==> src/rtl/mips_pkg.sv <==
// Shared definitions for the MIPS datapath: ALU control codes and the
// state encoding of the serial execute unit.
package mips_pkg;

    // Codes emitted by ALU control
    localparam logic [1:0] ALU_CTL_ADD = 2'b00;
    localparam logic [1:0] ALU_CTL_SUB = 2'b01;
    localparam logic [1:0] ALU_CTL_AND = 2'b10;
    localparam logic [1:0] ALU_CTL_OR  = 2'b11;

    // Serial execute unit states
    typedef enum logic [1:0] {
        ST_IDLE = 2'b00,
        ST_RUN  = 2'b01,
        ST_DONE = 2'b10
    } exec_state_t;

    // True for the operations that use the carry chain and report overflow
    function automatic logic is_arith(input logic [1:0] ctl);
        return (ctl == ALU_CTL_ADD) || (ctl == ALU_CTL_SUB);
    endfunction

endpackage

==> src/rtl/alu_slice.sv <==
// One SLICE-bit ALU step: add/sub/and/or with carry in, carry out and the
// carry into the slice MSB (used for signed overflow on the top slice).
module alu_slice
    import mips_pkg::*;
#(
    parameter int SLICE = 8
) (
    input  logic [SLICE-1:0] a,
    input  logic [SLICE-1:0] b,
    input  logic [1:0]       ctl,
    input  logic             cin,
    output logic [SLICE-1:0] y,
    output logic             cout,
    output logic             c_msb
);

    logic [SLICE-1:0] b_eff;
    logic [SLICE-1:0] sum_lo;   // SLICE-1 low sum bits plus carry into MSB
    logic [1:0]       sum_hi;   // MSB sum bit plus carry out

    // Split the adder at the MSB so the carry into the top bit is visible
    always_comb begin
        b_eff  = (ctl == ALU_CTL_SUB) ? ~b : b;
        sum_lo = {1'b0, a[SLICE-2:0]} + {1'b0, b_eff[SLICE-2:0]} + {{(SLICE-1){1'b0}}, cin};
        sum_hi = {1'b0, a[SLICE-1]} + {1'b0, b_eff[SLICE-1]} + {1'b0, sum_lo[SLICE-1]};

        y     = '0;
        cout  = 1'b0;
        c_msb = 1'b0;
        case (ctl)
            ALU_CTL_ADD, ALU_CTL_SUB: begin
                y     = {sum_hi[0], sum_lo[SLICE-2:0]};
                cout  = sum_hi[1];
                c_msb = sum_lo[SLICE-1];
            end
            ALU_CTL_AND: y = a & b;
            ALU_CTL_OR:  y = a | b;
            default:     y = '0;
        endcase
    end

endmodule

==> src/rtl/alu_serial_exec.sv <==
// Multi-cycle execute unit: latches operands on a valid/ready handshake,
// runs them through one shared alu_slice LSB-first, and holds the result,
// zero and overflow flags until downstream accepts them.
module alu_serial_exec
    import mips_pkg::*;
#(
    parameter int WIDTH = 32,
    parameter int SLICE = 8
) (
    input  logic             clk,
    input  logic             rst,
    input  logic             in_valid,
    output logic             in_ready,
    input  logic [1:0]       ALU_ctl,
    input  logic [WIDTH-1:0] src_a,
    input  logic [WIDTH-1:0] src_b,
    output logic             out_valid,
    input  logic             out_ready,
    output logic [WIDTH-1:0] result,
    output logic             zero,
    output logic             overflow
);

    localparam int NSLICE = WIDTH / SLICE;
    localparam int CNT_W  = (NSLICE > 1) ? $clog2(NSLICE) : 1;
    localparam logic [CNT_W-1:0] CNT_LAST = CNT_W'(NSLICE - 1);

    exec_state_t                   state_q, state_d;
    logic [CNT_W-1:0]              cnt_q, cnt_d;
    logic                          carry_q, carry_d;
    logic [NSLICE-1:0][SLICE-1:0]  a_q, a_d;
    logic [NSLICE-1:0][SLICE-1:0]  b_q, b_d;
    logic [1:0]                    ctl_q, ctl_d;
    logic [NSLICE-1:0][SLICE-1:0]  res_q, res_d;
    logic                          zero_q, zero_d;
    logic                          ovf_q, ovf_d;

    logic [SLICE-1:0]              slice_y;
    logic                          slice_cin;
    logic                          slice_cout;
    logic                          slice_cmsb;

    // Shared slice datapath, fed with slice cnt_q of the latched operands
    alu_slice #(
        .SLICE (SLICE)
    ) u_slice (
        .a     (a_q[cnt_q]),
        .b     (b_q[cnt_q]),
        .ctl   (ctl_q),
        .cin   (slice_cin),
        .y     (slice_y),
        .cout  (slice_cout),
        .c_msb (slice_cmsb)
    );

    // First slice takes the subtract carry-in; later slices chain the carry flop
    always_comb begin
        slice_cin = (cnt_q == '0) ? (ctl_q == ALU_CTL_SUB) : carry_q;
    end

    // Next-state, counter, operand capture and result accumulation
    always_comb begin
        state_d = state_q;
        cnt_d   = cnt_q;
        carry_d = carry_q;
        a_d     = a_q;
        b_d     = b_q;
        ctl_d   = ctl_q;
        res_d   = res_q;
        zero_d  = zero_q;
        ovf_d   = ovf_q;

        case (state_q)
            ST_IDLE: begin
                if (in_valid) begin
                    a_d     = src_a;
                    b_d     = src_b;
                    ctl_d   = ALU_ctl;
                    cnt_d   = '0;
                    carry_d = 1'b0;
                    state_d = ST_RUN;
                end
            end
            ST_RUN: begin
                res_d[cnt_q] = slice_y;
                carry_d      = slice_cout;
                if (cnt_q == CNT_LAST) begin
                    cnt_d   = '0;
                    state_d = ST_DONE;
                    // Flags come from the full result, including the slice just written
                    zero_d  = (res_d == '0);
                    ovf_d   = is_arith(ctl_q) ? (slice_cmsb ^ slice_cout) : 1'b0;
                end else begin
                    cnt_d = cnt_q + CNT_W'(1);
                end
            end
            ST_DONE: begin
                if (out_ready) begin
                    state_d = ST_IDLE;
                end
            end
            default: state_d = ST_IDLE;
        endcase
    end

    // Control and visible output registers, cleared by reset
    always_ff @(posedge clk) begin
        if (rst) begin
            state_q <= ST_IDLE;
            cnt_q   <= '0;
            carry_q <= 1'b0;
            res_q   <= '0;
            zero_q  <= 1'b0;
            ovf_q   <= 1'b0;
        end else begin
            state_q <= state_d;
            cnt_q   <= cnt_d;
            carry_q <= carry_d;
            res_q   <= res_d;
            zero_q  <= zero_d;
            ovf_q   <= ovf_d;
        end
    end

    // Latched operands are only read in RUN, so they need no reset
    always_ff @(posedge clk) begin
        a_q   <= a_d;
        b_q   <= b_d;
        ctl_q <= ctl_d;
    end

    // Handshake outputs decode directly from the state register
    always_comb begin
        in_ready  = (state_q == ST_IDLE);
        out_valid = (state_q == ST_DONE);
        result    = res_q;
        zero      = zero_q;
        overflow  = ovf_q;
    end

endmodule

==> config.mk <==
export PLATFORM = sky130hd
export DESIGN_NAME = alu_serial_exec
export DESIGN_NICKNAME = d
export VERILOG_FILES = /design/src/rtl/mips_pkg.sv /design/src/rtl/alu_slice.sv /design/src/rtl/alu_serial_exec.sv
export SDC_FILE = /design/constraint.sdc
export NUM_CORES = 1
export LEC_CHECK = 0
export ABC_AREA = 1
export BUFFER_PORTS_ARGS = -buffer_cell sky130_fd_sc_hd__buf_2
export CAP_MARGIN = 15
export CELL_PAD_IN_SITES_DETAIL_PLACEMENT = 2
export CELL_PAD_IN_SITES_GLOBAL_PLACEMENT = 2
export CORE_MARGIN = 8
export CORE_UTILIZATION = 33
export DETAILED_ROUTE_END_ITERATION = 16
export GPL_TIMING_DRIVEN = 0
export PLACE_DENSITY = 0.83
export SETUP_SLACK_MARGIN = 0.02
export SLEW_MARGIN = 20
export SYNTH_ARGS = -nofsm -noshare
export SYNTH_HDL_FRONTEND = slang
export SYNTH_SLANG_ARGS = --single-unit
==> constraint.sdc <==
create_clock -name clk -period 3.9 [get_ports clk]
set_input_delay 0 -clock clk [delete_from_list [all_inputs] [get_ports clk]]
set_output_delay 0 -clock clk [all_outputs]
set_load 0.02 [all_outputs]
# ---- Word level (Yosys, flattened, before mapping)
# Index checks and enable logic that the tools add are counted.
# W data, S select, Z words.
dict set report word_totals {
  reg_bits 105
  inputBits 70
  out_inout_bits 36
  elab_cells 72
}
dict set report classes {
  add_sub_neg 5
  magnitude_cmp 2
  eq_ne 9
  mux 22
  bitwise 4
  n_reduce_logical 12
}
# cell n
set op_table {}
lappend op_table {{$bmux W8 S2} 2}
lappend op_table {{$bwmux W32} 1}
lappend op_table {{$logic_not A32 Y1} 1}
lappend op_table {{$mux W8} 4}
lappend op_table {{$pmux W8 S3} 1}
lappend op_table {{$demux W8 S2} 1}
lappend op_table {{$mux W2} 5}
lappend op_table {{$add A7 B7 Y8} 1}
lappend op_table {{$add A8 B1 Y8} 1}
lappend op_table {{$and A8 B8 Y8} 1}
lappend op_table {{$eq A2 B2 Y1 const B} 4}
lappend op_table {{$not A8 Y8} 1}
lappend op_table {{$or A8 B8 Y8} 1}
lappend op_table {{$logic_not A2 Y1} 3}
lappend op_table {{$pmux W2 S3} 1}
lappend op_table {{$reduce_and A2 Y1} 3}
lappend op_table {{$mux W1} 5}
lappend op_table {{$eq A2 B1 Y1 const B} 2}
lappend op_table {{$ne A2 B2 Y1 const B} 2}
lappend op_table {{$pmux W2 S2} 1}
lappend op_table {{$lt A2 B3 Y1 const B} 1}
lappend op_table {{$reduce_and A3 Y1} 1}
lappend op_table {{$add A1 B1 Y2} 1}
lappend op_table {{$add A2 B1 Y2} 1}
lappend op_table {{9 further kinds} 9}

# ---- Logic depth before layout (Yosys ltp)
dict set report logic_depth {
  depth_word 10
  mapped_depth 25
  depth_no_buf 23
}

# ---- By module
# A second synthesis with hierarchy kept.
dict set report hier_totals {
  cells_unflattened 550
  area_unflattened_um2 4961.0
}
# mod n_inst cells_per_inst area_per_inst_um2 seq_area_each_um2
set modules_own_cells {}
lappend modules_own_cells {alu_serial_exec 1 440 4307.9 2762.6}
lappend modules_own_cells {alu_slice 1 110 653.1 0.0}

# ---- Worst setup path before layout
# Ideal clock, no wire load.
dict set report synth_timing {
  kind {reg-to-reg}
  from {register cnt_q[0]}
  to {register zero_q (netlist: zero)}
  setup_ps 127
  arrival_ps 3361
  required_time_ps 3773
  setup_slack_ps 412
  stages_incl_launch_ff 24
  n_path_buf 3
  synth_period_minus_slack_ps 3488
  path_cell_list {dfxtp_1 -> buf_6 -> inv_4 -> buf_6 -> ha_1 -> buf_2 -> nand2_1 -> o21ai_0 -> fa_1 -> inv_1 -> nand2_1 -> nand3_1 -> a21oi_1 -> o21bai_1 -> inv_1 -> fa_1 -> or2_2 -> nand3_1 -> nand2_1 -> nand2_1 -> nand3b_1 -> nor2_1 -> nand3_1 -> a21oi_2}
}
dict set report synth_via {
  elab_chain_len 10
  word_cells_on_any_way 24
  cone_classes {add/sub: 4; order compare: 2; eq/ne: 1; mux: 10; bitwise: 3; reduce/logical: 4}
}
# element line_no
set synth_rtl {}
lappend synth_rtl {{from (decl)} alu_serial_exec.sv:29} ;# logic [CNT_W-1:0] cnt_q, cnt_d;
lappend synth_rtl {{from (signal assigned)} alu_serial_exec.sv:117} ;# cnt_q <= cnt_d;
lappend synth_rtl {{$bmux W8 S2} alu_serial_exec.sv:48} ;# .b (b_q[cnt_q]),
lappend synth_rtl {{$mux W8 (implied by the code)} alu_serial_exec.sv:48}
lappend synth_rtl {{$not A8 Y8} alu_slice.sv:23} ;# b_eff = (ctl == ALU_CTL_SUB) ? ~b : b;
lappend synth_rtl {{$mux W8} alu_slice.sv:23}
lappend synth_rtl {{$add A7 B7 Y8} alu_slice.sv:24} ;# sum_lo = {1'b0, a[SLICE-2:0]} + {1'b0, b_eff[SLICE-2:0]} + {{(SLICE-1){1'b0}}, cin};
lappend synth_rtl {{$add A8 B1 Y8} alu_slice.sv:24}
lappend synth_rtl {{$add A2 B1 Y2} alu_slice.sv:25} ;# sum_hi = {1'b0, a[SLICE-1]} + {1'b0, b_eff[SLICE-1]} + {1'b0, sum_lo[SLICE-1]};
lappend synth_rtl {{$pmux W8 S3} alu_slice.sv:30} ;# case (ctl)
lappend synth_rtl {{$bwmux W32} alu_serial_exec.sv:85} ;# res_d[cnt_q] = slice_y;
lappend synth_rtl {{$logic_not A32 Y1} alu_serial_exec.sv:91} ;# zero_d = (res_d == '0);
lappend synth_rtl {{to (signal assigned)} alu_serial_exec.sv:120} ;# zero_q <= zero_d;
lappend synth_rtl {{to (decl)} alu_serial_exec.sv:35} ;# logic zero_q, zero_d;
# Parallel ways exist; a longest one is shown, timed or not. The select of a mux whose other input is x is not followed.
# A chain may end at the register's enable or synchronous reset.

# ---- Worst setup path after layout
# Ends and elaborated chain as after synthesis.

==> flow_summary_export.csv <==
group,metric,value,unit
cts,cts_tree,"yes",
run_status,status,"finished, violations left",
synthesis,netlist_top_cells_count,"nand2_1, nand3_1, edfxtp_1, inv_1, dfxtp_1",
finish,final_util,48.6,%
global_routing,grtUsageMet1,25.1,%
sta,report.final.hold_viol_count,0,
synthesis,synthArstFlopShare,0,%
placed_design,numPortBuffers,104,
finish,nets,918,
drt,drtPass1Iterations,4,
sta,setup_viol,1,
synthesis,syn_area_per_cell,8.58,um2
sta,slew_violations,0,
critical_path,cp_max_fo,11,
floorplanning,num_io_pins,106,
critical_path,path_class,"flop to flop",
global_routing,grt_pass1_vias,6068,
global_routing,grt_max_degree,67,
finish,multi_input_area,0.00241,mm2
sta,finalCritPeriodShare,104,%
drt,drc,0,
floorplanning,row_count,46,
placed_design,place_congestion,0.826,
global_routing,use_met2,41.4,%
synthesis,ys_warn_count,0,
cts,cts_root_buffer,"clkbuf_16",
cts,cts.sinks,105,
drt,wl_per_cell,26.7,um
synthesis,synth_area_leaders,"edfxtp_1, dfxtp_1, nand2_1",
finish,layout-drive-gt1-share,30.8,%
synthesis,synth.yosys.seq_area_share,52.1,%
finish,syn2layout_area_growth,44.4,%
sta,relSlewSlack,57.1,%
cts,htree_num_levels,3,
critical_path,arrival,4.35,ns
drt,viasPerCell,5.41,
global_routing,grt.total_usage,23.2,%
synthesis,synth_edf_count,66,
pwr,p_leak,3.51,nW
placed_design,dp_hpwl,14700,um
floorplanning,dieArea,0.0204,mm2
critical_path,r2r_start,"cnt_q[0]$_SDFFE_PP0P_",
floorplanning,start_util,33.6,%
sta,worst_pin_slew,0.644,ns
global_routing,grt.busiest_layer,"met2",
drt,vias,5721,
floorplanning,die_y,143,um
floorplanning,die_width,143,um
finish,seq_area,0.00277,mm2
placed_design,dp_cells,939,
critical_path,rrSetupSlack,-0.15,ns
floorplanning,design.core.area,0.0158,mm2
sta,fmax,247,MHz
drt,finalWirelength,28300,um
cts,cts_buffer_depth,2,
synthesis,netlist_area,0.00530,mm2
synthesis,yosysMostFrequentCell,"nand2_1",
critical_path,critPathLaunchType,"flop",
synthesis,synth_top_flop_cell,"edfxtp_1",
synthesis,synth-seq-cells,105,
synthesis,syn_nets,701,
synthesis,syn_inst,618,
drt,drt_iter0_markers,401,
cts,clkTransAtPathRegs,0.08,ns
critical_path,end_kind,"flop",
critical_path,r2r-end,"zero$_SDFFE_PP0P_",
job,cap_violations,0,
pwr,p_per_area,451,mW/mm2
pwr,vdd_drop_max,0.269,mV
global_routing,antenna_found_initial,1,
run_status,violations,"setup timing",
critical_path,cp-startpoint,"cnt_q[0]$_SDFFE_PP0P_",
synthesis,yosys.area.top_type,"edfxtp_1",
sta,skew,0.0163,ns
finish,post_layout_nonfiller_instances,1057,
critical_path,crit_path_end,"zero$_SDFFE_PP0P_",
synthesis,synth_cell_type_count,29,
cts,cts_buffers,9,
sta,fin_ws,-0.154,ns
finish,nFillCells,1674,
pwr,p_total,3.46,mW
drt,antenna_left,0,
sta,timing.final.crit_period,4.05,ns
global_routing,grt_overflow,0,
critical_path,worst-r2r-cell-count,24,
global_routing,use_met3,5.41,%
synthesis,synth_top_area_share,37.4,%
cts,clock_latency,0.38,ns
global_routing,grt_pass1_wl,35400,um
critical_path,cp.required,4.20,ns
hold_path,hold_path_class,"input port to flop",
sequential cells by signal, indices dropped and copies added, names as in the netlist:
| register | flops |
|---|---|
| ctl_q | 2 |
| cnt_q | 2 |
| state_q | 2 |
| overflow | 1 |
| result | 32 |
| carry_q | 1 |
| b_q | 32 |
| a_q | 32 |
| zero | 1 |
stage by stage:
stage | instance area, um2 | worst slack [ns] | hold slack, ns | setup TNS (ns)
6_report | 7660 | -0.154 | 0.117 | -0.154
5_1_grt | 7660 | -0.275 | 0.154 | -0.275
4_1_cts | 7160 | 0.0238 | 0.0849 | 0
3_5_place_dp | 6120 | -0.317 | 0.178 | -0.364
3_3_place_gp | 6090 | -0.150 | 0.179 | -0.150
2_1_floorplan | 5300 | 0.412 | 0.0989 | 0
cells in the final DEF, fill, tap and decap left out, types with 11 or more instances in the layout:
master           n
buf_4           33
edfxtp_1        66
a21oi_1         32
clkbuf_16       11
or2_2           23
inv_1           41
clkbuf_1        11
nand2_1        173
nor2_1          20
dfxtp_1         37
buf_2          107
dlygate4sd3_1   67
nand2_2         24
o21ai_0         36
nand3_1         71
nand3_2         13
cell type report:
cell class                      count  share of cell area [%]
Inverter                           49                    2.70
Timing Repair inverter              1                   0.114
Sequential cell                   105                    36.1
Timing Repair Buffer              206                    19.7
Multi-Input combinational cell    439                    31.5
Tap cell                          216                    3.53
Buffer                             24                    2.42
Antenna cell                        1                  0.0327
Clock inverter                      7                   0.931
Clock buffer                        9                    2.94
what timing repair did:
| item | in CTS | in global routing |
|---|---|---|
| hold buffers | 67 | 0 |
| endpoints found under the setup margin | 4 | 6 |
| endpoints found under the hold margin | 67 | 0 |
| gates resized for setup | 10 | 62 |
| setup buffers | 6 | 26 |
| gates cloned | 0 | 3 |
| pin swaps | 2 | 22 |
per-layer routing:
layer | vias up | share of wire (%) | wire [um]
met5 | - | 0 | 0
met4 | 0 | 4.7 | 1330
met3 | 76 | 5.8 | 1630
met2 | 235 | 52 | 14800
met1 | 2918 | 37 | 10500
li1 | 2492 | - | -
report_power, final:
part / total, mW / leakage, nW / switching (mW) / internal (mW)
Combinational: 1.18 / 2.41 / 0.736 / 0.448
Clock: 0.963 / 0.146 / 0.509 / 0.454
Sequential: 1.31 / 0.953 / 0.0471 / 1.26
worst min path at each step:
stage,cells after the start,endpoint,start
floorplan,0,a_q[0]$_DFFE_PP_,src_a[0]
global placement,1,b_q[24]$_DFFE_PP_,src_b[24]
detailed placement,1,a_q[18]$_DFFE_PP_,src_a[18]
CTS,2,zero$_SDFFE_PP0P_,rst
global route,4,state_q[0]$_SDFFE_PP0P_,in_valid
finish,2,zero$_SDFFE_PP0P_,rst
kinds of logic (layout without fill, tap and decap cells):
family	Yosys count	count (layout)	synth area share, %
AO/OA/AOI/OAI	83	83	8.31
XOR/XNOR	9	9	1.49
other	0	1	0
flip-flops	105	105	52.1
adder cells (fa/ha/maj)	13	13	3.49
AND/OR/NAND/NOR	334	334	28.1
buffers and inverters	74	296	6.54
worst max-delay path: stages (launching register included):
cell and delay (ns):
dfxtp_4 0.40, buf_12 0.14, clkinv_8 0.08, buf_6 0.16, nand2_1 0.08, nand3_1 0.10
nand2_2 0.19, inv_2 0.08, ha_4 0.29, nand2_2 0.07, nor2_2 0.11, nand2_1 0.10
nand3_2 0.11, a21oi_2 0.07, o21bai_1 0.24, inv_1 0.16, fa_1 0.58, or2_4 0.18
nand3_1 0.10, nand2_1 0.12, nand2_1 0.08, nand3b_1 0.16, nor2_1 0.11, nand3_1 0.12
a21oi_2 0.14
No activity file was read; power rests on OpenSTA's default activity.
